### config.mk
export PLATFORM = sky130hd
export DESIGN_NAME = intersection_phase_ctrl
export DESIGN_NICKNAME = d
export VERILOG_FILES = /design/src/rtl/intersection_pkg.sv /design/src/rtl/intersection_phase_ctrl_phase_timer.sv /design/src/rtl/intersection_phase_ctrl.sv
export SDC_FILE = /design/constraint.sdc
export NUM_CORES = 1
export LEC_CHECK = 0
export ABC_AREA = 0
export CORE_UTILIZATION = 40
export CTS_BUF_LIST = sky130_fd_sc_hd__clkbuf_4 sky130_fd_sc_hd__clkbuf_8
export CTS_CLUSTER_SIZE = 20
export DETAILED_ROUTE_END_ITERATION = 16
export PLACE_DENSITY_LB_ADDON = 0.15
export SETUP_SLACK_MARGIN = 0.5
export SLEW_MARGIN = 40
export SYNTH_ARGS = -nofsm -noshare
export SYNTH_HDL_FRONTEND = slang
export SYNTH_SLANG_ARGS = --single-unit
### constraint.sdc
create_clock -name clk -period 3.2 [get_ports clk]
set_input_delay 0.48 -clock clk [delete_from_list [all_inputs] [get_ports clk]]
set_output_delay 0.48 -clock clk [all_outputs]
set_load 0.1 [all_outputs]
### src/rtl/intersection_pkg.sv
// Shared types and default timing for the intersection phase controller.
package intersection_pkg;

  typedef enum logic [2:0] {
    ALL_RED_M   = 3'd0,
    MAIN_GREEN  = 3'd1,
    MAIN_YELLOW = 3'd2,
    ALL_RED_S   = 3'd3,
    SIDE_GREEN  = 3'd4,
    SIDE_YELLOW = 3'd5
  } phase_e;

  typedef struct packed {
    logic r;
    logic y;
    logic g;
  } lamp_t;

  localparam lamp_t LAMP_RED    = '{r: 1'b1, y: 1'b0, g: 1'b0};
  localparam lamp_t LAMP_YELLOW = '{r: 1'b0, y: 1'b1, g: 1'b0};
  localparam lamp_t LAMP_GREEN  = '{r: 1'b0, y: 1'b0, g: 1'b1};

  localparam int          CNT_W_DEF      = 8;
  localparam int unsigned T_MAIN_MIN_DEF = 50;
  localparam int unsigned T_YELLOW_DEF   = 20;
  localparam int unsigned T_ALL_RED_DEF  = 5;
  localparam int unsigned T_SIDE_DEF     = 30;
  localparam int unsigned T_PED_CLR_DEF  = 5;

endpackage

### src/rtl/intersection_phase_ctrl_phase_timer.sv
// Shared phase timer: restarts on every phase entry, flags the last cycle of a
// phase, and can park on that last cycle for open-ended phases.
module phase_timer #(
  parameter int CNT_W = 8
) (
  input  logic             clk,
  input  logic             rst,
  input  logic             clear,
  input  logic             saturate,
  input  logic [CNT_W:0]   terminal,
  output logic [CNT_W-1:0] count,
  output logic             done
);

  // Terminal is one bit wider so a phase of exactly 2^CNT_W cycles still fits.
  assign done = ({1'b0, count} == (terminal - (CNT_W + 1)'(1)));

  // NOTE: sequential state uses non-blocking assignments so every register
  // samples pre-edge values regardless of process ordering.
  always_ff @(posedge clk) begin
    if (rst || clear) begin
      count <= '0;
    end else if (!(saturate && done)) begin
      count <= count + CNT_W'(1);
    end
  end

endmodule

### src/rtl/intersection_phase_ctrl.sv
// Intersection sequencer: main green rests, latched side/ped requests are
// served after a minimum main green, with yellow and all-red clearances.
module intersection_phase_ctrl
  import intersection_pkg::*;
#(
  parameter int          CNT_W      = CNT_W_DEF,
  parameter int unsigned T_MAIN_MIN = T_MAIN_MIN_DEF,
  parameter int unsigned T_YELLOW   = T_YELLOW_DEF,
  parameter int unsigned T_ALL_RED  = T_ALL_RED_DEF,
  parameter int unsigned T_SIDE     = T_SIDE_DEF,
  parameter int unsigned T_PED_CLR  = T_PED_CLR_DEF
) (
  input  logic       clk,
  input  logic       rst,
  input  logic       side_req,
  input  logic       ped_req,
  output logic       main_r,
  output logic       main_y,
  output logic       main_g,
  output logic       side_r,
  output logic       side_y,
  output logic       side_g,
  output logic       walk,
  output logic       ped_ack,
  output logic [2:0] phase
);

  phase_e           state, state_next;
  logic             side_pend, ped_pend, ped_served;
  logic [CNT_W-1:0] timer;
  logic [CNT_W:0]   terminal;
  logic             timer_done;
  logic             enter_side, exit_side;
  lamp_t            main_l, side_l;

  assign enter_side = (state_next == SIDE_GREEN) && (state != SIDE_GREEN);
  assign exit_side  = (state == SIDE_GREEN) && (state_next != SIDE_GREEN);

  always_comb begin
    terminal = (CNT_W + 1)'(T_ALL_RED);
    case (state)
      MAIN_GREEN:               terminal = (CNT_W + 1)'(T_MAIN_MIN);
      MAIN_YELLOW, SIDE_YELLOW: terminal = (CNT_W + 1)'(T_YELLOW);
      SIDE_GREEN:               terminal = (CNT_W + 1)'(T_SIDE);
      default:                  terminal = (CNT_W + 1)'(T_ALL_RED);
    endcase
  end

  phase_timer #(.CNT_W(CNT_W)) u_timer (
    .clk      (clk),
    .rst      (rst),
    .clear    (state_next != state),
    .saturate (state == MAIN_GREEN),
    .terminal (terminal),
    .count    (timer),
    .done     (timer_done)
  );

  always_ff @(posedge clk) begin
    if (rst) state <= ALL_RED_M;
    else     state <= state_next;
  end

  // NOTE: every combinational output gets a default first so no path through
  // the case statement can infer a latch.
  always_comb begin
    state_next = state;
    case (state)
      ALL_RED_M:   if (timer_done) state_next = MAIN_GREEN;
      MAIN_GREEN:  if (timer_done && (side_pend || ped_pend)) state_next = MAIN_YELLOW;
      MAIN_YELLOW: if (timer_done) state_next = ALL_RED_S;
      ALL_RED_S:   if (timer_done) state_next = SIDE_GREEN;
      SIDE_GREEN:  if (timer_done) state_next = SIDE_YELLOW;
      SIDE_YELLOW: if (timer_done) state_next = ALL_RED_M;
      default:     state_next = ALL_RED_M;
    endcase
  end

  // Clearing on side-green entry wins over a request sampled on that edge.
  always_ff @(posedge clk) begin
    if (rst) begin
      side_pend  <= 1'b0;
      ped_pend   <= 1'b0;
      ped_served <= 1'b0;
      ped_ack    <= 1'b0;
    end else begin
      ped_ack <= enter_side && ped_pend;
      if (enter_side) begin
        side_pend <= 1'b0;
        ped_pend  <= 1'b0;
      end else if (state != SIDE_GREEN) begin
        if (side_req) side_pend <= 1'b1;
        if (ped_req)  ped_pend  <= 1'b1;
      end
      if (enter_side && ped_pend) ped_served <= 1'b1;
      else if (exit_side)         ped_served <= 1'b0;
    end
  end

  always_comb begin
    main_l = LAMP_RED;
    side_l = LAMP_RED;
    case (state)
      MAIN_GREEN:  main_l = LAMP_GREEN;
      MAIN_YELLOW: main_l = LAMP_YELLOW;
      SIDE_GREEN:  side_l = LAMP_GREEN;
      SIDE_YELLOW: side_l = LAMP_YELLOW;
      default: begin
        main_l = LAMP_RED;
        side_l = LAMP_RED;
      end
    endcase
  end

  assign {main_r, main_y, main_g} = main_l;
  assign {side_r, side_y, side_g} = side_l;
  // Walk drops T_PED_CLR cycles before side green ends to clear the crossing.
  assign walk  = (state == SIDE_GREEN) && ped_served &&
                 ({1'b0, timer} < (CNT_W + 1)'(T_SIDE - T_PED_CLR));
  assign phase = state;

endmodule

### Yosys cells after proc, flatten, opt, wreduce, memory -nomap -nowiden

Index checks and enable logic that the tools add are counted.

| word-level totals | value |
|---|---|
| flip-flop bits (word level) | 15 |
| output and inout port bits | 11 |

| operators by class | value |
|---|---|
| add/subtract/negate cells | 2 |
| magnitude comparators | 1 |
| eq/ne operators | 10 |
| mux-type cells | 12 |
| reductions and logical operators | 15 |

Operators by type and width:

| kind | count |
|---|---|
| 3-bit 2-to-1 mux | 6 |
| 3-bit one-hot mux with 6 select lines | 1 |
| 6-bit one-hot mux with 3 select lines | 1 |
| 3-bit one-hot mux with 2 select lines | 2 |
| 3-bit equality test (second input constant) | 3 |
| 8-bit by 9-bit equality test with 1-bit output | 1 |
| 8-bit by 1-bit adder with 8-bit output (second input constant) | 1 |
| 8-bit by 5-bit less-than comparator with 1-bit output (second input constant) | 1 |
| 1-bit logical AND | 7 |
| 6-bit by 1-bit subtractor with 7-bit output (second input constant) | 1 |
| 3-bit by 2-bit equality test with 1-bit output (second input constant) | 2 |
| 3-bit inequality test (second input constant) | 2 |
| 2-bit AND reduction | 2 |
| 2-bit OR reduction | 2 |
| 3-bit by 1-bit equality test with 1-bit output (second input constant) | 1 |
| 3-bit zero test | 1 |
| 3-bit inequality test | 1 |
| 1-bit logical OR | 2 |
| 1-bit 2-to-1 mux | 2 |
| 2-bit nonzero test | 1 |

### Logic depth before layout (Yosys ltp)

Gate-level depths: netlist of the first run.

| logic depth | value |
|---|---|
| word-level depth | 12 |
| gate-level depth with buffers | 7 |

### By module

From an unflattened synthesis of the first run, not the netlist that was laid out.

| second synthesis, totals | value |
|---|---|
| cell total of the unflattened synthesis | 143 |
| area, all modules | 1112.3 um^2 |

Modules (own cells, without submodules):

| module | times used | cells an instance | area each (um^2) | sequential area each (um^2) |
|---|---|---|---|---|
| phase_timer | 1 | 93 | 730.7 | 160.2 |
| intersection_phase_ctrl | 1 | 50 | 381.6 | 140.1 |

### Worst setup path before layout of the first run

Ideal clock, no wire load.

| timing | value |
|---|---|
| kind | register to output |
| from | reg state[2], in the netlist phase[2] |
| to | out walk |
| data arrival time | 4303 ps |
| required time | 2720 ps |
| slack | -1583 ps |
| cell stages (with the launch flop) | 5 |
| cell sequence | dfxtp_1 -> buf_6 -> nand2b_1 -> nand2b_1 -> nor3_1 |

| between the ends | value |
|---|---|
| longest elaborated chain between the ends | 3 |

Ends and longest elaborated chain:

| element | line | source |
|---|---|---|
| from (decl) | intersection_phase_ctrl.sv:28 | `phase_e state, state_next;` |
| from (signal assigned) | intersection_phase_ctrl.sv:61 | `else state <= state_next;` |
| 3-bit equality test | intersection_phase_ctrl.sv:118 | `assign walk = (state == SIDE_GREEN) && ped_served &&` |
| 1-bit logical AND (2 in a row) | intersection_phase_ctrl.sv:118 |  |
| to (decl) | intersection_phase_ctrl.sv:23 | `output logic walk,` |

No other way between the ends.

### Worst setup path after layout of the first run

| timing | value |
|---|---|
| from | reg state[1], in the netlist phase[1] |
| to | out main_y |

| between the ends | value |
|---|---|
| longest elaborated chain between the ends | 2 |
| elaborated cells between the ends (all ways) | 3 |
| those cells by class | eq/ne (2); mux (1) |

Ends and longest elaborated chain:

| element | line | source |
|---|---|---|
| 3-bit by 2-bit equality test with 1-bit output / 3-bit by 1-bit equality test with 1-bit output (equally long branches) | intersection_phase_ctrl.sv:103 | `case (state)` |
| 3-bit one-hot mux with 2 select lines * | intersection_phase_ctrl.sv:103 |  |
| to (decl) | intersection_phase_ctrl.sv:18 | `output logic main_y,` |

Every way passes the cells marked *; elsewhere a longest branch is shown, timed or not.

==> flow_summary.json, run 1 <==
{
  "status": "completed",
  "hold_path_class": "reg -> reg",
  "final_hold_viol_count": 0,
  "synth_seq_cells": 15,
  "synth_cells": 112,
  "multi_input_area_um2": 674,
  "wl_met2_um": 1020,
  "nets": 132,
  "gp_congestion": 0.827,
  "die_x_um": 51.8,
  "finClkSkew_ns": 0.00638,
  "min_from": "ped_served$_SDFFE_PP0P_",
  "rsz0062_at_grt": "no",
  "synthArstFlopShare": 0,
  "r2r-start": "phase[1]$_SDFF_PP0_",
  "crit_type": "reg -> out",
  "critPathArrivalTime_ns": 1.79,
  "finalCritPeriodShare": 0.711,
  "worst-path-max-fanout": 16,
  "io_pins": 15,
  "layout_commonest_cell": "dfxtp_1",
  "syn_nets": 118,
  "grt_pass1_wl_um": 3770,
  "final_cell_mix": "dfxtp_1 (12), a21oi_1 (11), buf_4 (10), nor2_1 (8), inv_1 (7)",
  "setup-tns-final_ns": 0,
  "crit_family": "flip-flops",
  "post_cts_buffers": 0,
  "muxShareOfSynthArea": 0.0202,
  "wl_met3_um": 76,
  "clk_latency_ns": 0.30,
  "drv_slew": 0,
  "num_vias": 860,
  "critPathLaunchType": "flop",
  "cts_tree": "done",
  "first_iter_violations": 22,
  "cts_buffers": 3,
  "fp.coreArea_um2": 2280,
  "setup_viol": 0,
  "viasPerCell": 5.62,
  "required_ns": 2.72,
  "syn_area_um2": 992,
  "leakagePower_nw": 0.457,
  "clkTransAtPathRegs_ns": 0.10,
  "synth_compound_area_frac": 0.209,
  "regArea_um2": 309,
  "cts_sinks": 15,
  "fillerInstances": 220,
  "grt_overflow": 0,
  "slowest_delay_ns": 0.55,
  "fp.dieH_um": 51.8,
  "grt_pass1_vias": 774,
  "synth_edf_count": 0,
  "wirelength_um": 2260,
  "synth_top_family_by_area": "simple AND/OR/NAND/NOR gates",
  "fmax_mhz": 440,
  "firstDrtPassIters": 4,
  "drc": 0,
  "power.density_nw_per_um2": 610,
  "worst_pin_slew_ns": 0.621,
  "ys_types": 46,
  "cts_root_buf": "clkbuf_4",
  "holdBufCountCts": 0,
  "synth_top_cell_by_area": "dfxtp_1",
  "setup_slack_ns": 0.926,
  "dpl_worst_slack_ns": 1.14,
  "cts_buffer_depth": 2,
  "detail-route-antenna-nets": 0,
  "synth.top_cell.area_share": 0.303,
  "peakVddDrop_mv": 0.315,
  "worstPathCellList": "or3b_2 -> clkinvlp_4 -> buf_4",
  "grt_max_degree": 17,
  "rrSetupSlack_ns": 1.11,
  "synthSimpleGateAreaFrac": 0.289,
  "min_delay_path_depth": 2,
  "synthAdderAreaFrac": 0.0252,
  "reg2reg_to": "u_timer.count[1]$_SDFFE_PP0N_",
  "synth_xor_area_frac": 0.0870,
  "drv_cap": 0,
  "max_slew_margin": 0.586,
  "ys_seq_area_frac": 0.303,
  "yosys-top-cells-area": "dfxtp_1 (30%), a21oi_1 (5.5%), nor2_1 (3.8%)",
  "drive_above_1_share": 0.288,
  "place_hpwl_um": 1670,
  "synth_flop_cell": "dfxtp_1",
  "end_kind": "output pin",
  "dieArea_um2": 2680,
  "finalCriticalPeriod_ns": 2.27,
  "syn2layout_area_growth_pct": 20.2,
  "grt.total_usage": 0.191,
  "whs_endpoint": "ped_served$_SDFFE_PP0P_",
  "avgRoutedWirePerCell_um": 14.8,
  "io_buffers": 14,
  "htreeDepth": 1,
  "initial_core_util": 0.436,
  "path_buf_inv": 2,
  "highest_layer": "met4",
  "cts_resized": 0,
  "avgSynthCellArea_um2": 8.86,
  "cp_slowest_cell": "dfxtp_2",
  "wl_met1_um": 1140,
  "grt_antenna_before_repair": 0,
  "r2r_cells": 5,
  "diodes": 0,
  "yosys_warnings": 0,
  "rows": 17
}
## power by group
group | total, W | internal (W) | switching, W
Combinational | 0.000354 | 0.000114 | 0.000240
Sequential | 0.000248 | 0.000208 | 0.0000405
Clock | 0.000125 | 0.0000571 | 0.0000675
Total | 0.000727 | 0.000379 | 0.000348
## worst min-delay path, delay by kind of cell, from the launching register on
kind            cells  cell delay (ns)
simple gates        1             0.06
flops               1             0.32
compound gates      1             0.06
## cell families after synthesis
| family | count (synthesis) |
|---|---|
| AOI/OAI and AO/OA | 26 |
| xor gates and xnor gates | 9 |
| adders and majority gates | 2 |
| buffers and inverters | 13 |
| DFF | 15 |
| muxes | 2 |
| and+or+nand+nor | 45 |
## through the flow
stage	hold slack (ns)	instances	cell area, um^2	total power [W]	util
floorplan	0.449	112	1050	0.000534	-
global placement	0.473	149	1160	0.000598	0.510
detailed placement	0.476	149	1160	0.000603	0.508
CTS	0.490	153	1190	0.000728	0.521
global route	0.517	153	1190	0.000766	0.524
finish	0.484	153	1190	0.000727	0.524
## final cells by class
type                       instances  share of cell area
clock buffer                       4              0.0252
inverter                           8              0.0283
multi-input combinational         84               0.566
sequential                        15               0.259
tap                               28              0.0294
timing repair buffer              14              0.0923
## how the worst max path moves through the flow
stage	from	endpoint	cells past startpoint
2_1_floorplan	phase[2]$_SDFF_PP0_	u_timer.count[1]$_SDFFE_PP0N_	6
3_3_place_gp	phase[1]$_SDFF_PP0_	u_timer.count[1]$_SDFFE_PP0N_	5
3_5_place_dp	phase[1]$_SDFF_PP0_	u_timer.count[0]$_SDFFE_PP0N_	5
4_1_cts	phase[1]$_SDFF_PP0_	main_y	3
5_1_grt	phase[1]$_SDFF_PP0_	main_y	3
6_report	phase[1]$_SDFF_PP0_	main_y	3
## cell usage after synthesis, types with 2 or more instances
cell,count
xor2_1,4
a211oi_1,2
buf_2,2
a21oi_1,11
nor3_1,2
mux2i_1,2
nand3_1,4
and4_1,2
dfxtp_1,15
buf_6,2
xnor2_1,4
nand2b_1,4
nand3b_1,2
ha_1,2
nor3b_2,2
inv_1,8
nand4_1,2
nor2_1,10
nand2_1,5
## per-layer routing
layer  GRT usage  up-vias
met2       0.277       15
met3      0.0351        4
met5           0        -
li1            -      429
met4      0.0811        0
met1       0.274      412
## registers in the layout (all words and copies together) (netlist names)
name	flops
u_timer.count	8
phase	3
ped_ack	1
ped_pend	1
ped_served	1
side_pend	1
(Power assumes the default switching activity.)
==> inputs of run 2 (changes only) <==
==> constraint.sdc (replaced) <==
create_clock -name clk -period 2.06 [get_ports clk]
set_input_delay 0.309 -clock clk [delete_from_list [all_inputs] [get_ports clk]]
set_output_delay 0.309 -clock clk [all_outputs]
set_load 0.1 [all_outputs]
==> run 2 against run 1 <==
  * Global-route usage grew 4.3 points
  * Clock-buffer cell count is the same
  * Combinational power grew 140%
  * Final cell count grew 14%
  * Via count grew 15%
  * Worst hold slack gained 0.019 ns
  * Clock skew grew 0.0025 ns
  * Critical path depth grew 4
  * Sequential share of layout area shrank 6.4 points
  * Cell area grew 36%
  * Non-clock buffer count grew 20
  * Wire length grew 29%
==> flow_summary.json, run 2 (synthesized netlist as in run 1, its figures left out) <==
{
  "grt_pass1_vias": 961,
  "cts_buffer_depth": 2,
  "firstDrtPassIters": 4,
  "top_register": "u_timer.count",
  "diodes": 0,
  "setup_slack_ns": 0.242,
  "dpl_worst_slack_ns": 0.0582,
  "cts_sinks": 15,
  "final_hold_viol_count": 0,
  "dieArea_um2": 2680,
  "wirelength_um": 2910,
  "worst_pin_slew_ns": 0.381,
  "largest_reg_flops": 8,
  "whs_endpoint": "ped_served$_SDFFE_PP0P_",
  "hold_path_class": "reg -> reg",
  "reg2reg_to": "u_timer.count[7]$_SDFFE_PP0N_",
  "required_ns": 2.23,
  "crit_type": "reg -> reg",
  "detail-route-antenna-nets": 0,
  "fmax_mhz": 550,
  "setup_viol": 0,
  "r2r_cells": 7,
  "drv_cap": 0,
  "grt_antenna_before_repair": 0,
  "grt_max_degree": 11,
  "drv_slew": 0,
  "critPathArrivalTime_ns": 1.99,
  "initial_core_util": 0.436,
  "fillerInstances": 151,
  "io_buffers": 14,
  "viasPerCell": 5.69,
  "nets": 153,
  "num_vias": 990,
  "htreeDepth": 1,
  "place_hpwl_um": 1600,
  "min_delay_path_depth": 2,
  "worst-path-max-fanout": 7,
  "die_x_um": 51.8,
  "status": "completed",
  "stdcell_count": 174,
  "clkTransAtPathRegs_ns": 0.09,
  "finalCriticalPeriod_ns": 1.82,
  "rsz0062_at_grt": "yes",
  "drive_above_1_share": 0.500,
  "syn2layout_area_growth_pct": 63.7,
  "cts_tree": "done",
  "clk_latency_ns": 0.30,
  "end_kind": "flop",
  "grt_overflow": 0,
  "place_inst": 150,
  "io_pins": 15,
  "gp_congestion": 0.846,
  "peakVddDrop_mv": 0.583,
  "finalCritPeriodShare": 0.883,
  "fp.coreArea_um2": 2280,
  "fp.dieH_um": 51.8,
  "setup-tns-final_ns": 0,
  "min_from": "ped_served$_SDFFE_PP0P_",
  "cts_root_buf": "clkbuf_4",
  "power.density_nw_per_um2": 866,
  "grt.total_usage": 0.234,
  "regArea_um2": 317,
  "leakagePower_nw": 0.605,
  "grt_pass1_wl_um": 4550,
  "rows": 17,
  "first_iter_violations": 15,
  "cts_buffers": 3,
  "finClkSkew_ns": 0.00892,
  "max_slew_margin": 0.744,
  "rrSetupSlack_ns": 0.24,
  "layout_commonest_cell": "buf_4",
  "multi_input_area_um2": 832,
  "r2r-start": "phase[2]$_SDFF_PP0_",
  "final_cell_mix": "buf_4 (19), a21oi_1 (10), dfxtp_1 (8), nor2_1 (7), buf_12 (7)",
  "drc": 0,
  "avgRoutedWirePerCell_um": 16.7,
  "critPathLaunchType": "flop"
}
-- run 2: power by group --
group	leakage, nW	switching [W]	internal, W
combinational	0.461	0.000480	0.000352
clock	0.0184	0.000101	0.0000887
sequential	0.126	0.0000612	0.000324
total	0.605	0.000642	0.000765
-- run 2: worst max-delay path, cell delays in order (launching register included) --
cell and delay [ns]:
dfxtp_4 0.38, buf_4 0.16, nor2_2 0.18, xnor2_1 0.17
a2111oi_4 0.34, buf_4 0.20, a21bo_4 0.18, a21oi_1 0.08
-- run 2: repair_timing --
action,in CTS,in global routing
buffers inserted,18,1
hold buffers,0,0
gates cloned,1,0
gates resized for setup,23,10
endpoints found under the setup margin,20,21
pin swaps,3,8
-- run 2: worst max path at each step --
| stage | from | end | slack [ns] |
|---|---|---|---|
| detailed placement | phase[1]$_SDFF_PP0_ | u_timer.count[0]$_SDFFE_PP0N_ | 0.06 |
| finish | phase[2]$_SDFF_PP0_ | u_timer.count[7]$_SDFFE_PP0N_ | 0.24 |
| CTS | phase[2]$_SDFF_PP0_ | main_r | 0.31 |
| global route | phase[2]$_SDFF_PP0_ | u_timer.count[5]$_SDFFE_PP0N_ | 0.15 |
| global placement | phase[1]$_SDFF_PP0_ | u_timer.count[0]$_SDFFE_PP0N_ | 0.14 |
| floorplan | phase[2]$_SDFF_PP0_ | u_timer.count[1]$_SDFFE_PP0N_ | -0.59 |
-- run 2: layout make-up --
type / count / area share
sequential: 15 / 0.195
inverter: 8 / 0.0254
multi-input combinational: 85 / 0.512
tap: 28 / 0.0216
clock buffer: 4 / 0.0185
timing repair buffer: 34 / 0.227
-- run 2: metrics by stage --
stage	utilization	hold slack [ns]	area, um^2	power [W]
3_5_place_dp	0.555	0.493	1260	0.000979
5_1_grt	0.714	0.542	1620	0.00147
4_1_cts	0.688	0.508	1570	0.00135
2_1_floorplan	-	0.382	1060	0.000827
6_report	0.714	0.503	1620	0.00141
3_3_place_gp	0.555	0.488	1260	0.000975
-- run 2: layer usage --
metal / global-route usage / vias up / part of all wire
met5: 0 / - / 0
met4: 0.0901 / 0 / 0.023
met1: 0.315 / 481 / 0.46
met3: 0.0380 / 7 / 0.028
met2: 0.372 / 23 / 0.49
li1: - / 479 / -
